**src/rtl/uart_cmd_pkg.sv**
```systemverilog
// rtl/uart_cmd_pkg.sv - opcodes, command types, FSM states and frame shapes for the UART command master
package uart_cmd_pkg;

    localparam logic [7:0] RF_WR_CMD   = 8'hAA;
    localparam logic [7:0] RF_RD_CMD   = 8'hBB;
    localparam logic [7:0] ALU_OP_CMD  = 8'hCC;
    localparam logic [7:0] ALU_NOP_CMD = 8'hDD;

    typedef enum logic [1:0] {
        RF_WR   = 2'd0,
        RF_RD   = 2'd1,
        ALU_OP  = 2'd2,
        ALU_NOP = 2'd3
    } cmd_type_e;

    typedef enum logic [1:0] {
        IDLE     = 2'd0,
        SEND     = 2'd1,
        WAIT_RSP = 2'd2,
        DONE     = 2'd3
    } state_e;

    localparam logic [2:0] LEN_RF_WR   = 3'd3;
    localparam logic [2:0] LEN_RF_RD   = 3'd2;
    localparam logic [2:0] LEN_ALU_OP  = 3'd4;
    localparam logic [2:0] LEN_ALU_NOP = 3'd2;

    localparam logic [1:0] RSP_RF_WR   = 2'd0;
    localparam logic [1:0] RSP_RF_RD   = 2'd1;
    localparam logic [1:0] RSP_ALU_OP  = 2'd2;
    localparam logic [1:0] RSP_ALU_NOP = 2'd2;

    function automatic logic [2:0] frame_len(input cmd_type_e t);
        case (t)
            RF_WR:   frame_len = LEN_RF_WR;
            RF_RD:   frame_len = LEN_RF_RD;
            ALU_OP:  frame_len = LEN_ALU_OP;
            default: frame_len = LEN_ALU_NOP;
        endcase
    endfunction

    function automatic logic [1:0] rsp_count(input cmd_type_e t);
        case (t)
            RF_WR:   rsp_count = RSP_RF_WR;
            RF_RD:   rsp_count = RSP_RF_RD;
            ALU_OP:  rsp_count = RSP_ALU_OP;
            default: rsp_count = RSP_ALU_NOP;
        endcase
    endfunction

endpackage

```
**src/rtl/uart_cmd_frame_mux.sv**
```systemverilog
// rtl/uart_cmd_frame_mux.sv - picks the outgoing frame byte from the latched command and byte index
module uart_cmd_frame_mux
    import uart_cmd_pkg::*;
#(
    parameter int DATA_WIDTH = 8,
    parameter int ADDR_WIDTH = 4,
    parameter int FUN_WIDTH  = 4
) (
    input  cmd_type_e             cmd_type,
    input  logic [ADDR_WIDTH-1:0] addr,
    input  logic [DATA_WIDTH-1:0] data,
    input  logic [DATA_WIDTH-1:0] opb,
    input  logic [FUN_WIDTH-1:0]  fun,
    input  logic [1:0]            idx,
    output logic [DATA_WIDTH-1:0] tx_byte
);

    always_comb begin
        tx_byte = '0;
        case (cmd_type)
            RF_WR: begin
                case (idx)
                    2'd0:    tx_byte = DATA_WIDTH'(RF_WR_CMD);
                    2'd1:    tx_byte = DATA_WIDTH'(addr);
                    default: tx_byte = data;
                endcase
            end
            RF_RD: begin
                if (idx == 2'd0) tx_byte = DATA_WIDTH'(RF_RD_CMD);
                else             tx_byte = DATA_WIDTH'(addr);
            end
            ALU_OP: begin
                case (idx)
                    2'd0:    tx_byte = DATA_WIDTH'(ALU_OP_CMD);
                    2'd1:    tx_byte = data;
                    2'd2:    tx_byte = opb;
                    default: tx_byte = DATA_WIDTH'(fun);
                endcase
            end
            default: begin
                if (idx == 2'd0) tx_byte = DATA_WIDTH'(ALU_NOP_CMD);
                else             tx_byte = DATA_WIDTH'(fun);
            end
        endcase
    end

endmodule

```
**src/rtl/uart_cmd_master.sv**
```systemverilog
// rtl/uart_cmd_master.sv - serialises one command frame to the UART and collects its response or timeout
module uart_cmd_master
    import uart_cmd_pkg::*;
#(
    parameter int DATA_WIDTH     = 8,
    parameter int ADDR_WIDTH     = 4,
    parameter int FUN_WIDTH      = 4,
    parameter int TO_WIDTH       = 16,
    parameter int TIMEOUT_CYCLES = 16'hFFFF
) (
    input  logic                    CLK,
    input  logic                    RST,
    input  logic                    cmd_valid,
    output logic                    cmd_ready,
    input  logic [1:0]              cmd_type,
    input  logic [ADDR_WIDTH-1:0]   cmd_addr,
    input  logic [DATA_WIDTH-1:0]   cmd_data,
    input  logic [DATA_WIDTH-1:0]   cmd_opb,
    input  logic [FUN_WIDTH-1:0]    cmd_fun,
    output logic [DATA_WIDTH-1:0]   tx_byte,
    output logic                    tx_valid,
    input  logic                    tx_ready,
    input  logic [DATA_WIDTH-1:0]   rx_byte,
    input  logic                    rx_valid,
    output logic                    rsp_valid,
    output logic [2*DATA_WIDTH-1:0] rsp_data,
    output logic                    rsp_timeout,
    output logic                    busy
);

    localparam logic [TO_WIDTH-1:0] TO_LAST = TO_WIDTH'(TIMEOUT_CYCLES - 1);

    state_e                state;
    cmd_type_e             type_q;
    logic [ADDR_WIDTH-1:0] addr_q;
    logic [DATA_WIDTH-1:0] data_q;
    logic [DATA_WIDTH-1:0] opb_q;
    logic [FUN_WIDTH-1:0]  fun_q;
    logic [1:0]            idx;
    logic [2:0]            len;
    logic [1:0]            rsp_exp;
    logic [1:0]            rsp_cnt;
    logic [TO_WIDTH-1:0]   to_cnt;
    logic [TO_WIDTH-1:0]   to_inc;
    logic [DATA_WIDTH-1:0] mux_byte;

    uart_cmd_frame_mux #(
        .DATA_WIDTH(DATA_WIDTH),
        .ADDR_WIDTH(ADDR_WIDTH),
        .FUN_WIDTH (FUN_WIDTH)
    ) u_frame_mux (
        .cmd_type(type_q),
        .addr    (addr_q),
        .data    (data_q),
        .opb     (opb_q),
        .fun     (fun_q),
        .idx     (idx),
        .tx_byte (mux_byte)
    );

    // Byte is driven only while offering it, so it reads zero in reset and between frames.
    assign tx_byte = tx_valid ? mux_byte : '0;
    assign to_inc  = (to_cnt == '1) ? to_cnt : to_cnt + 1'b1;

    always_ff @(posedge CLK) begin
        if (RST) begin
            state       <= IDLE;
            cmd_ready   <= 1'b0;
            tx_valid    <= 1'b0;
            rsp_valid   <= 1'b0;
            rsp_data    <= '0;
            rsp_timeout <= 1'b0;
            busy        <= 1'b0;
            type_q      <= RF_WR;
            addr_q      <= '0;
            data_q      <= '0;
            opb_q       <= '0;
            fun_q       <= '0;
            idx         <= '0;
            len         <= '0;
            rsp_exp     <= '0;
            rsp_cnt     <= '0;
            to_cnt      <= '0;
        end else begin
            case (state)
                IDLE: begin
                    if (cmd_valid && cmd_ready) begin
                        type_q    <= cmd_type_e'(cmd_type);
                        addr_q    <= cmd_addr;
                        data_q    <= cmd_data;
                        opb_q     <= cmd_opb;
                        fun_q     <= cmd_fun;
                        idx       <= '0;
                        len       <= frame_len(cmd_type_e'(cmd_type));
                        rsp_exp   <= rsp_count(cmd_type_e'(cmd_type));
                        rsp_cnt   <= '0;
                        rsp_data  <= '0;
                        cmd_ready <= 1'b0;
                        tx_valid  <= 1'b1;
                        busy      <= 1'b1;
                        state     <= SEND;
                    end else begin
                        cmd_ready <= 1'b1;
                    end
                end
                SEND: begin
                    if (tx_ready) begin
                        if (({1'b0, idx} + 3'd1) == len) begin
                            tx_valid <= 1'b0;
                            to_cnt   <= '0;
                            if (rsp_exp != 2'd0) begin
                                state <= WAIT_RSP;
                            end else begin
                                rsp_valid <= 1'b1;
                                state     <= DONE;
                            end
                        end else begin
                            idx <= idx + 2'd1;
                        end
                    end
                end
                WAIT_RSP: begin
                    // A byte arriving on the timeout cycle still counts and restarts the wait.
                    if (rx_valid) begin
                        to_cnt  <= '0;
                        rsp_cnt <= rsp_cnt + 2'd1;
                        if (rsp_cnt == 2'd0) rsp_data[DATA_WIDTH-1:0] <= rx_byte;
                        else                 rsp_data[2*DATA_WIDTH-1:DATA_WIDTH] <= rx_byte;
                        if ((rsp_cnt + 2'd1) == rsp_exp) begin
                            rsp_valid <= 1'b1;
                            state     <= DONE;
                        end
                    end else if (to_cnt == TO_LAST) begin
                        to_cnt      <= to_inc;
                        rsp_valid   <= 1'b1;
                        rsp_timeout <= 1'b1;
                        state       <= DONE;
                    end else begin
                        to_cnt <= to_inc;
                    end
                end
                default: begin
                    rsp_valid   <= 1'b0;
                    rsp_timeout <= 1'b0;
                    busy        <= 1'b0;
                    cmd_ready   <= 1'b1;
                    state       <= IDLE;
                end
            endcase
        end
    end

endmodule

```
**config.mk**
```make
export PLATFORM = sky130hd
export DESIGN_NAME = uart_cmd_master
export DESIGN_NICKNAME = d
export VERILOG_FILES = /design/src/rtl/uart_cmd_pkg.sv /design/src/rtl/uart_cmd_frame_mux.sv /design/src/rtl/uart_cmd_master.sv
export SDC_FILE = /design/constraint.sdc
export NUM_CORES = 1
export LEC_CHECK = 0
export ABC_AREA = 1
export CORE_MARGIN = 1.5
export CORE_UTILIZATION = 45
export CTS_BUF_LIST = sky130_fd_sc_hd__clkbuf_2 sky130_fd_sc_hd__clkbuf_4 sky130_fd_sc_hd__clkbuf_8
export DETAILED_ROUTE_END_ITERATION = 16
export GPL_TIMING_DRIVEN = 1
export PLACE_DENSITY = 0.68
export SYNTH_ARGS = -nofsm -noshare
export SYNTH_HDL_FRONTEND = slang
export SYNTH_HIERARCHICAL = 1
export SYNTH_SLANG_ARGS = --single-unit
```
**constraint.sdc**
```tcl
create_clock -name CLK -period 2 [get_ports CLK]
set_input_delay 0.4 -clock CLK [delete_from_list [all_inputs] [get_ports CLK]]
set_output_delay 0.4 -clock CLK [all_outputs]
set_load 0.1 [all_outputs]
```
==> results of run 1 <==
[state kept, by name, summed over array words and instances (netlist names), 2 cells and up]
| signal | count |
|---|---|
| addr_q | 4 |
| data_q | 8 |
| fun_q | 4 |
| idx | 2 |
| len | 3 |
| opb_q | 8 |
| rsp_cnt | 2 |
| rsp_data | 16 |
| rsp_exp | 2 |
| state | 2 |
| to_cnt | 16 |
| type_q | 2 |
[stage by stage]
step	cells	TNS [ns]	power (W)	hold slack [ns]	area, sq um
floorplan	610	0	0.00524	0.440	4060
global placement	781	0	0.00629	0.453	4970
detailed placement	781	0	0.00635	0.457	4970
CTS	800	-0.415	0.00754	0.473	5250
global route	800	-1.62	0.00798	0.497	5300
finish	800	-0.466	0.00754	0.475	5300
[cells in the final DEF (no fill, tap or decap), types with 11 or more instances in the layout]
master | synthesis | layout
nand2_2 | 5 | 13
nor2_1 | 56 | 51
dfxtp_1 | 74 | 69
a21oi_2 | 11 | 11
nand3_1 | 50 | 42
buf_4 | 3 | 36
clkdlybuf4s50_1 | 0 | 37
o21ai_0 | 27 | 21
a21oi_1 | 53 | 53
nand2_1 | 186 | 178
nand4_1 | 17 | 17
inv_1 | 54 | 43
buf_12 | 1 | 12
[power groups by stage]
stage / clock (W) / combinational (W) / sequential, W
after floorplan: 0 / 0.00201 / 0.00323
after global placement: 0 / 0.00422 / 0.00207
after detailed placement: 0 / 0.00428 / 0.00207
after CTS: 0.00115 / 0.00433 / 0.00206
after global routing: 0.00121 / 0.00466 / 0.00211
final: 0.00113 / 0.00434 / 0.00206
[area by class of cell]
class,count,area (sq um)
multi-input cells,453,2280
clock buffers,11,145
inverters,57,246
fillers,844,3380
repair buffers,92,953
well taps,108,135
flip-flops and latches,74,1500
clock inverters,5,38.8
[synth_stat cells (all sizes together)]
cell type,instances,share of area [%]
nor3,5,0.75
a21oi,64,9.0
nand3,52,6.7
o21bai,2,0.37
and2,1,0.16
xor2,2,0.44
or2,5,0.78
nand4,17,2.6
buf,13,2.1
o211ai,2,0.37
clkbuf,13,1.2
o21ai,29,3.6
clkinv,1,0.093
dfxtp,74,37
xnor2,1,0.22
nand2,193,19
nor4,1,0.16
a211oi,5,1.1
a21o,1,0.19
nor2,64,6.8
ha,8,2.5
inv,56,5.2
a31oi,1,0.16
[cells by family after synthesis]
logic type	after synthesis	share of synthesized area, %
AO/OA/AOI/OAI	104	14.7
XOR/XNOR	3	0.653
adder cells (fa/ha/maj)	8	2.49
buffers and inverters	83	8.61
flip-flops	74	36.8
AND/OR/NAND/NOR	338	36.7
[per-layer routing]
| layer | wire length [um] | track usage [%] | up-vias |
|---|---|---|---|
| met1 | 4720 | 26.1 | 1901 |
| met4 | 151 | 7.14 | 0 |
| met5 | 0 | 0 | - |
| li1 | - | - | 2136 |
| met3 | 394 | 4.32 | 16 |
| met2 | 5420 | 43.1 | 70 |
[what timing repair did]
item,4_1_cts,5_1_grt
gates resized for setup,31,16
setup endpoints to repair,8,23
pin swaps,6,5
buffers inserted,3,0
[final timing paths]
check	startpoint	slack [ns]	cells past startpoint	end
setup / recovery	idx[1]	-0.08	10	tx_byte[1]
setup reg to reg	idx[0]	0.05	11	to_cnt[1]
hold / removal	data_q[3]	0.47	2	data_q[3]
hold reg to reg	data_q[3]	0.47	2	data_q[3]
[critical path, stage by stage, from the launching register on]
cell	delay, ns
dfxtp_4	0.37
buf_6	0.13
nor2_4	0.12
buf_6	0.14
inv_2	0.05
nand3_2	0.07
nand2_2	0.06
nand3_2	0.06
nand2_2	0.07
clkinvlp_4	0.10
buf_12	0.17
==> impl_metrics.json, run 1 <==
{
  "run_status": "complete, but fails checks",
  "violations": "negative setup slack",
  "synthCells": 610,
  "drt_first_pass_iters": 4,
  "routed_wl_mm": 10.7,
  "hp-class": "flop to flop",
  "viasPerCell": 5.15,
  "grt_max_degree": 53,
  "die_w_um": 97.6,
  "cell_internal_pwr_w": 0.00360,
  "place_ws_ns": 0.113,
  "coreArea_sq_um": 8680,
  "avgSynthCellArea_sq_um": 6.60,
  "routedWlPerCell_um": 13.4,
  "layout.nets": 734,
  "finalSetupViolations": 8,
  "p_comb_share_pct": 57.6,
  "cts_made_buffers": 9,
  "yosysUniqueCellTypes": 36,
  "tightest_slew_ns": 0.620,
  "initial_core_util_pct": 46.4,
  "first_global_vias": 4016,
  "die_h_um": 97.6,
  "clk_pin_slew_ns": 0.08,
  "critPathLaunchType": "flop",
  "slew_violations": 0,
  "grt_overflow": 0,
  "clkSinkCount": 74,
  "gp_congestion": 0.898,
  "synth_nets": 657,
  "port_buffers": 67,
  "leakage_nw": 2.02,
  "ir_drop_uv": 1480,
  "hpwlAfterDp_mm": 7.51,
  "switchingPower_w": 0.00393,
  "grt_setup_unrepaired": "yes",
  "powerDensity_nw_per_um2": 1420,
  "grt_use_total_pct": 23.0,
  "crit_type": "flop to output port",
  "cts_tree": "done",
  "finalCritPeriodShare_pct": 104,
  "ant_nets": 0,
  "hold_viol_final": 0,
  "area_growth_pct": 31.6,
  "worstPathRequired_ns": 1.60,
  "synth.cell_area_sq_um": 4030,
  "cp-end-kind": "output port",
  "switching_share_pct": 52.2,
  "finalClockSkew_ns": 0.00986,
  "power_frac_clock_pct": 15.0,
  "post-route-min-period_ns": 2.08,
  "ys.warnings.count": 6,
  "synth_seq_cells": 74,
  "hold_buffers": 0,
  "antenna_found_initial": 0,
  "seqPwrFrac_pct": 27.4,
  "yosysSeqAreaShare_pct": 36.8,
  "finalWorstSetupSlack_ns": -0.0820,
  "cp.arrival_ns": 1.68,
  "ios": 68,
  "drv_cap": 0,
  "die_area_sq_um": 9520,
  "drtIter0Drc": 138,
  "clkLatencyLatePin_ns": 0.36,
  "row_count": 34,
  "cp_max_fo": 7,
  "vias": 4123,
  "drc": 0,
  "antenna_cells": 0,
  "cts-root-buf": "clkbuf_8",
  "max_freq_ghz": 0.480,
  "drive_gt1_share_pct": 21.1,
  "grt_pass1_wl_mm": 18.1,
  "max-slew-margin-rel_pct": 58.7,
  "clockBufferDepth": 2,
  "h-tree-depth": 3,
  "utilization_pct": 61.0
}
No activity file was read; power rests on OpenSTA's default activity.
==> run 2: changes to the inputs <==
- CTS_CLUSTER_SIZE: not set -> 40
==> results of run 2 <==
Same layout as run 1: the final DEF is identical, and so are final timing and power.
==> run 3: changes to the inputs <==
- CORE_UTILIZATION: 45 -> 50
- PLACE_DENSITY: 0.68 -> 0.75
==> impl_metrics.json, run 3 (same netlist as run 1, synthesis figures left out) <==
{
  "clkSinkCount": 74,
  "antenna_found_initial": 0,
  "hp-start": "data_q[3]",
  "clockBufferDepth": 2,
  "ff2ff_setup_slack_ns": 0.14,
  "startpoint": "idx[1]",
  "holdPathStages": 2,
  "drt_first_pass_iters": 6,
  "layout.nets": 734,
  "viasPerCell": 5.24,
  "mostFrequentLayoutCells": "nand2_1, dfxtp_1, a21oi_1",
  "worstHoldEndpoint": "data_q[3]",
  "cts_made_buffers": 9,
  "drtIter0Drc": 128,
  "r2r-end": "to_cnt[1]",
  "utilization_pct": 68.3,
  "switchingPower_w": 0.00392,
  "seqPwrFrac_pct": 26.5,
  "finalSetupViolations": 8,
  "first_global_vias": 4082,
  "rr_worst_depth": 9,
  "cp.arrival_ns": 1.78,
  "tightest_slew_ns": 0.620,
  "finalClockSkew_ns": 0.0106,
  "finalCritPeriodShare_pct": 109,
  "grt_pass1_wl_mm": 18.3,
  "vias": 4158,
  "post-route-min-period_ns": 2.18,
  "cp-end-kind": "output port",
  "cpMostUsedCell": "nand2_1",
  "switching_share_pct": 50.8,
  "h-tree-depth": 3,
  "p_comb_share_pct": 56.2,
  "rr_startpoint": "to_cnt[0]",
  "area_growth_pct": 31.8,
  "initial_core_util_pct": 51.8,
  "crit_type": "flop to output port",
  "finalNonFillerCells": 794,
  "hold_viol_final": 0,
  "cpMaxStageDelayCell": "dfxtp_4",
  "p_total_w": 0.00772,
  "cts_tree": "done",
  "die_w_um": 92.7,
  "cp_max_fo": 7,
  "hpwlAfterDp_mm": 7.55,
  "die_area_sq_um": 8600,
  "ant_nets": 0,
  "worstPathRequired_ns": 1.60,
  "largestRegisters": "rsp_data: 16 flops, to_cnt: 16 flops",
  "port_buffers": 67,
  "slew_violations": 0,
  "final_common_cell": "nand2_1",
  "grt_use_total_pct": 26.1,
  "routedWlPerCell_um": 13.3,
  "drv_cap": 0,
  "power_frac_clock_pct": 17.3,
  "run_status": "complete, but fails checks",
  "ir_drop_uv": 1650,
  "dp_cells": 773,
  "drive_gt1_share_pct": 19.7,
  "row_count": 32,
  "grt_max_degree": 53,
  "routed_wl_mm": 10.6,
  "stdcell_area_sq_um": 5310,
  "path_cells": "clkinvlp_4, nor2_2, nand2_1, nand2_1, nand2_1, nand3_1, nand2_2, clkinvlp_4, buf_12",
  "finalWorstSetupSlack_ns": -0.176,
  "gp_congestion": 0.893,
  "hp-class": "flop to flop",
  "coreArea_sq_um": 7770,
  "powerDensity_nw_per_um2": 1450,
  "die_h_um": 92.7,
  "clk_pin_slew_ns": 0.09,
  "grt_setup_unrepaired": "yes",
  "clkLatencyLatePin_ns": 0.35,
  "max-slew-margin-rel_pct": 58.7,
  "antenna_cells": 0,
  "place_ws_ns": -0.104,
  "ios": 68,
  "max_freq_ghz": 0.460,
  "cts-root-buf": "clkbuf_8",
  "leakage_nw": 2.04,
  "dpl_cell_area_sq_um": 4930,
  "grt_overflow": 0,
  "drc": 0,
  "cpPeakStageDelay_ns": 0.39,
  "violations": "negative setup slack",
  "critPathLaunchType": "flop",
  "cell_internal_pwr_w": 0.00379
}
==> run 3: cell type report <==
class / count / area, sq um
fillers: 685 / 2460
multi-input cells: 453 / 2270
flip-flops and latches: 74 / 1490
repair buffers: 92 / 947
inverters: 57 / 248
well taps: 102 / 128
clock buffers: 9 / 124
clock inverters: 7 / 103
==> run 3: power by group through the flow <==
stage | clock network (W) | logic (W) | registers [W]
2_1_floorplan | 0 | 0.00201 | 0.00323
3_5_place_dp | 0 | 0.00424 | 0.00207
3_3_place_gp | 0 | 0.00417 | 0.00205
5_1_grt | 0.00142 | 0.00470 | 0.00209
6_report | 0.00133 | 0.00434 | 0.00205
4_1_cts | 0.00136 | 0.00429 | 0.00204
==> run 3: what timing repair did <==
action / CTS / global route
buffers inserted: 3 / 2
pin swaps: 2 / 3
gates cloned: 0 / 1
endpoints found under the setup margin: 23 / 23
gates resized for setup: 21 / 9
hold buffers: 0 / 0
==> run 3: worst max-delay path, delay by kind of cell, from the launching register on <==
family,cells,cell delay [ns]
flip-flops,1,0.39
buffers and inverters,3,0.43
AND/OR/NAND/NOR,6,0.60
==> run 3: how the worst max path moves through the flow <==
stage,end,slack [ns]
global placement,to_cnt[1],-0.07
global route,tx_byte[7],-0.29
floorplan,rsp_data[15],0.02
finish,tx_byte[1],-0.18
CTS,tx_byte[1],-0.17
detailed placement,to_cnt[8],-0.10
==> run 3: metal layers <==
metal	vias to the layer above	GRT usage (%)	wire [um]	part of all wire, %
met4	0	8.08	175	1.7
met5	-	0	0	0
met3	13	4.60	438	4.1
met2	95	47.1	5360	51
met1	1916	31.4	4600	43
li1	2134	-	-	-
==> run 3: per-stage QoR <==
| stage | TNS, ns | hold slack [ns] |
|---|---|---|
| final | -0.971 | 0.470 |
| after floorplan | 0 | 0.440 |
| after global routing | -1.91 | 0.494 |
| after global placement | -0.392 | 0.457 |
| after detailed placement | -1.25 | 0.462 |
| after CTS | -1.10 | 0.475 |
